==> config.mk <==
export PLATFORM = sky130hd
export DESIGN_NAME = wback_regfile
export DESIGN_NICKNAME = d
export VERILOG_FILES = /design/src/rtl/wback_regfile_pkg.sv /design/src/rtl/wback_regfile_read_port.sv /design/src/rtl/wback_regfile.sv
export SDC_FILE = /design/constraint.sdc
export NUM_CORES = 2
export LEC_CHECK = 0
export BUFFER_PORTS_ARGS = -buffer_cell sky130_fd_sc_hd__buf_2
export CAP_MARGIN = 20
export CORE_UTILIZATION = 35
export DETAILED_ROUTE_END_ITERATION = 12
export PLACE_DENSITY = 0.53
export REMOVE_ABC_BUFFERS = 1
export SYNTH_ARGS = -nofsm -noshare
export SYNTH_HDL_FRONTEND = slang
export SYNTH_SLANG_ARGS = --single-unit
==> constraint.sdc <==
create_clock -name i_clk -period 2.3 [get_ports i_clk]
set_input_delay 0.345 -clock i_clk [delete_from_list [all_inputs] [get_ports i_clk]]
set_output_delay 0.345 -clock i_clk [all_outputs]
set_load 0.02 [all_outputs]
==> src/rtl/wback_regfile_pkg.sv <==
// Shared register-file types plus the writeback record handed over by the memory stage.
// Consumed by wback_regfile and rf_read_port; the bypass feature is selected with WBACK_REGFILE_BYPASS_EN.
package RegFilePkg;
  localparam int DATA_WIDTH = 32;
  localparam int NUM_REGS   = 32;
  localparam int REG_ADDR_W = 5;
  localparam int CNT_WIDTH  = 32;

  typedef logic [REG_ADDR_W-1:0] reg_addr_t;
  typedef logic [DATA_WIDTH-1:0] reg_data_t;
endpackage

package PipelineReg;
  import RegFilePkg::*;

  typedef struct packed {
    logic      RegWrite;
    reg_addr_t rd;
    reg_data_t final_out;
  } WBACK_STATE;
endpackage

==> src/rtl/wback_regfile_read_port.sv <==
// One combinational source-operand read port: x0 forced to zero, optional write-through bypass
// (enabled by defining WBACK_REGFILE_BYPASS_EN).
module rf_read_port
#(
  parameter int DATA_WIDTH = RegFilePkg::DATA_WIDTH,
  parameter int REG_ADDR_W = RegFilePkg::REG_ADDR_W
)
(
  input  logic [REG_ADDR_W-1:0] i_addr,
  input  logic [DATA_WIDTH-1:0] i_rf_data,
`ifdef WBACK_REGFILE_BYPASS_EN
  input  logic                  i_wr_en,
  input  logic [REG_ADDR_W-1:0] i_wr_addr,
  input  logic [DATA_WIDTH-1:0] i_wr_data,
`endif
  output logic [DATA_WIDTH-1:0] o_data
);
  import RegFilePkg::*;

  always_comb begin
    o_data = i_rf_data;
`ifdef WBACK_REGFILE_BYPASS_EN
    // i_wr_en already excludes rd==0, but the zero check below covers x0 regardless.
    if (i_wr_en && (i_wr_addr == i_addr)) begin
      o_data = i_wr_data;
    end
`endif
    if (i_addr == '0) begin
      o_data = '0;
    end
  end
endmodule

==> src/rtl/wback_regfile.sv <==
// Writeback stage and integer register file: commits final_out to rd, serves two reads,
// counts committed writes. Build option: WBACK_REGFILE_BYPASS_EN adds write-through bypass.
module wback_regfile
#(
  parameter int DATA_WIDTH = RegFilePkg::DATA_WIDTH,
  parameter int NUM_REGS   = RegFilePkg::NUM_REGS,
  parameter int REG_ADDR_W = RegFilePkg::REG_ADDR_W,
  parameter int CNT_WIDTH  = RegFilePkg::CNT_WIDTH
)
(
  input  logic                     i_clk,
  input  logic                     i_rst_n,
  input  PipelineReg::WBACK_STATE  i_wback_state,
  input  logic [REG_ADDR_W-1:0]    i_rs1_addr,
  input  logic [REG_ADDR_W-1:0]    i_rs2_addr,
  output logic [DATA_WIDTH-1:0]    o_rs1_data,
  output logic [DATA_WIDTH-1:0]    o_rs2_data,
  output logic [CNT_WIDTH-1:0]     o_wr_count,
  output logic [REG_ADDR_W-1:0]    o_last_rd
);
  import RegFilePkg::*;

  logic [DATA_WIDTH-1:0] regs_q [NUM_REGS];
  logic [DATA_WIDTH-1:0] regs_d [NUM_REGS];
  logic [CNT_WIDTH-1:0]  wr_count_q, wr_count_d;
  logic [REG_ADDR_W-1:0] last_rd_q, last_rd_d;

  reg_addr_t wr_addr;
  reg_data_t wr_data;
  logic      commit;

  assign wr_addr = i_wback_state.rd;
  assign wr_data = i_wback_state.final_out;
  // Writes to x0 are architectural no-ops: no storage, count or last_rd update.
  assign commit  = i_wback_state.RegWrite && (wr_addr != '0);

  always_comb begin
    regs_d     = regs_q;
    wr_count_d = wr_count_q;
    last_rd_d  = last_rd_q;
    if (commit) begin
      regs_d[wr_addr] = wr_data;
      wr_count_d      = wr_count_q + CNT_WIDTH'(1);
      last_rd_d       = wr_addr;
    end
  end

  always_ff @(posedge i_clk or negedge i_rst_n) begin
    if (!i_rst_n) begin
      for (int i = 0; i < NUM_REGS; i++) begin
        regs_q[i] <= '0;
      end
      wr_count_q <= '0;
      last_rd_q  <= '0;
    end else begin
      regs_q     <= regs_d;
      wr_count_q <= wr_count_d;
      last_rd_q  <= last_rd_d;
    end
  end

  logic [REG_ADDR_W-1:0] rd_addr [2];
  logic [DATA_WIDTH-1:0] rd_data [2];

  assign rd_addr[0] = i_rs1_addr;
  assign rd_addr[1] = i_rs2_addr;

  for (genvar gi = 0; gi < 2; gi++) begin : g_read
    rf_read_port #(
      .DATA_WIDTH (DATA_WIDTH),
      .REG_ADDR_W (REG_ADDR_W)
    ) u_port (
      .i_addr    (rd_addr[gi]),
      .i_rf_data (regs_q[rd_addr[gi]]),
`ifdef WBACK_REGFILE_BYPASS_EN
      .i_wr_en   (commit),
      .i_wr_addr (wr_addr),
      .i_wr_data (wr_data),
`endif
      .o_data    (rd_data[gi])
    );
  end

  assign o_rs1_data = rd_data[0];
  assign o_rs2_data = rd_data[1];
  assign o_wr_count = wr_count_q;
  assign o_last_rd  = last_rd_q;
endmodule

==> results.md <==
* Status: complete, but fails checks
* Failing checks: setup timing
* DR WL met3 at 8930 um
* Mapped Cells at 3,658
* Iter 0 DRT Violations at 2,483
* IO Port Bufs at 150
* Worst Path Max Fanout at 3
* Post-route ant nets at 0
* Cell Area, Synth at 56,100 sq um
* CP most frequent cell: buf_4
* Post-synthesis cell type count at 49
* Least-Margin Pin Slew at 0.796 ns
* WP data required at 1.96 ns
* Root Buffer: clkbuf_16
* Max cap viols at 0
* Max layer used: met5
* DP HPWL at 123,000 um
* Detailed-route via count at 36.0k
* IO Count at 151
* Met2 wire len at 88,100 um
* Die Wd at 403 um
* Num CTS Buffers at 117
* DRC at 0
* Synth top cells by count: dfrtp_1, mux2_2, mux4_2, clkbuf_1, buf_2
* Post-layout util at 43.5%
* GPL Wtd Cong at 0.822
* Htree depth at 3
* Vias/cell at 5.83
* Crit-path slowest cell: mux4_2
* Worst Setup Start Kind: flop
* Die height at 403 um
* First-pass DRT Iterations at 5
* Type of the most critical hold path: in2reg
* Top_reg_cell synth: dfrtp_1
* Initial Util at 35.4%
* Pleak at 29.7 nW
* Core box area at 159,000 sq um
* Peak VDD IR at 0.721 mV
* Post-synth ARST share at 100%
* Fillers at 14.1k
* Nets@finish at 4,059
* Clk_lat worst skew at 0.75 ns
* Seq cells post-synth at 1,061
* Power Density at 824 nW/um^2
* Largest net degree at the start of global routing at 77
* FMAX at 348 MHz
* Avg Cell Area, Syn at 15.3 sq um
* WL/cell at 29.8 um
* Worst Setup End Kind: output port
* Worst setup path class: reg2out
* Die area at 162,000 sq um
* Period utilisation layout at 125%
* Largest area contributor in the netlist: dfrtp_1
* RSZ-0062 raised after global routing: true
* Slew headroom at 46.9%
* Fraction of layout cells with a size suffix above 1 at 64.3%
* Clock transition at path regs at 0.06 ns
* Most numerous cell in the Yosys netlist: dfrtp_1
* CP max stage delay at 0.49 ns
* Yosys warns at 0
* Setup violators final at 64
* First-pass GRT wire length at 273,000 um
* Synth top area share at 47.3%
* Synth-to-Final Area Change at 23.1%
* CTS tree: done
* Place WS at -0.818 ns
* Crit path arrival time at 2.53 ns
* Sink Count at 1,061
* Final Hold Viols at 0
* Vias in the first global route at 37.4k
* Final Slew Violations at 0
* Initial antenna violation count at 8
* Final min period at 2.87 ns
* # rows at 146
* Total GRT Usage at 23.0%
* Post-synth EDFFs at 0
* Routed WL at 184,000 um
* Final worst slack at -0.572 ns
* Sequential area share after synthesis at 47.3%
* Wl on met1 at 82,700 um
* Worst-path cell chain: mux4_2 > mux2i_2 > nor2_2 > a221oi_2 > buf_4 > a2111oi_4 > buf_4
* Worst clock skew at 0.0132 ns
* CTS Buffer Depth at 3
* Global route total overflow at 0
* Top cells by area, synth: dfrtp_1, mux2_2, mux4_2, mux2i_1, clkbuf_1
sequential cells by signal (all words and copies together), names as in the netlist:
signal	cells
o_wr_count	32
o_last_rd	5
regs_q	1024
timing repair:
item	4_1_cts	5_1_grt
gates cloned	0	1
hold buffers	5	0
setup buffers	11	16
pin swaps	63	43
hold endpoints to repair	500	0
setup endpoints to repair	64	64
resized for setup	315	85
metrics by stage:
stage / area (sq um) / power (mW) / hold WS (ns) / setup TNS, ns / instances
detailed placement: 63400 / 37.1 / 0.300 / -27.65 / 5953
CTS: 68600 / 57.2 / 0.00502 / -32.67 / 6161
global placement: 63400 / 36.7 / 0.300 / -28.97 / 5950
floorplan: 54100 / 32.1 / 0.0494 / -197.90 / 3243
finish: 69100 / 57.0 / 0.0739 / -27.83 / 6177
global route: 69100 / 59.5 / 0.0796 / -33.40 / 6177
critical path: cells and delay by family, from the launching register on:
kind                   cells  cell delay, ns
DFF                        1            0.39
muxes                      2            0.67
AOI/OAI and AO/OA          2            0.27
and+or+nand+nor            1            0.08
buffers and inverters      2            0.36
power by group:
group | leakage (nW) | internal [mW] | switching (mW)
registers | 13.6 | 22.2 | 2.54
clock network | 1.94 | 11.0 | 8.13
logic | 14.2 | 7.89 | 5.20
total | 29.7 | 41.1 | 15.9
final timing paths:
check                           cells past startpoint  slack (ns)               from              to
worst max register to register                      5        0.36      o_wr_count[4]  o_wr_count[22]
min in group asynchronous                           2        0.13            i_rst_n     regs_q[805]
worst max-delay path                                7       -0.57        regs_q[298]  o_rs2_data[10]
worst min-delay path                                4        0.07  i_wback_state[37]    o_last_rd[4]
worst min register to register                      0        0.39       regs_q[1017]    regs_q[1017]
max in group asynchronous                           4        1.18            i_rst_n     regs_q[956]
cell type report:
type	count	area [sq um]	share of cell area [%]
well taps	2072	2590	3.75
clock inverters	42	388	0.561
diodes	1	2.50	0.00362
clock buffers	173	3500	5.07
inverters	1	3.75	0.00543
repair buffers	646	6870	9.94
multi-input cells	2181	29200	42.2
flip-flops and latches	1061	26600	38.4
layer usage:
layer	up-vias	track usage, %
li1	14900	-
met1	19900	32.7
met2	1028	37.1
met3	262	2.79
met4	6	6.31
met5	-	0
placed cells by master, fill, tap and decap left out, types with 18 or more instances in the layout:
master        n
dfrtp_1    1061
mux2_2     1037
mux4_2      512
buf_4       350
buf_12      155
clkbuf_16   119
mux2i_1      88
buf_2        81
nor2_1       50
a21oi_1      45
buf_6        45
a221oi_2     44
nand2_1      36
a21oi_2      35
nor2b_1      34
clkbuf_8     34
clkinv_2     28
xnor2_1      26
clkbuf_1     21
a211oi_1     19
nor2_4       18
kinds of logic (layout without fill, tap and decap cells):
| kind of cell | count (synthesis) | count (layout) | synth area share (%) |
|---|---|---|---|
| compound gates | 258 | 258 | 3.15 |
| xor+xnor | 31 | 31 | 0.484 |
| fa+ha+maj | 1 | 1 | 0.0223 |
| buf+inv | 416 | 862 | 3.62 |
| flops | 1061 | 1061 | 47.3 |
| mux | 1662 | 1662 | 43.4 |
| other cells | 0 | 1 | 0 |
| simple gates | 229 | 229 | 2.04 |
Power figures use the tool's default switching activity.
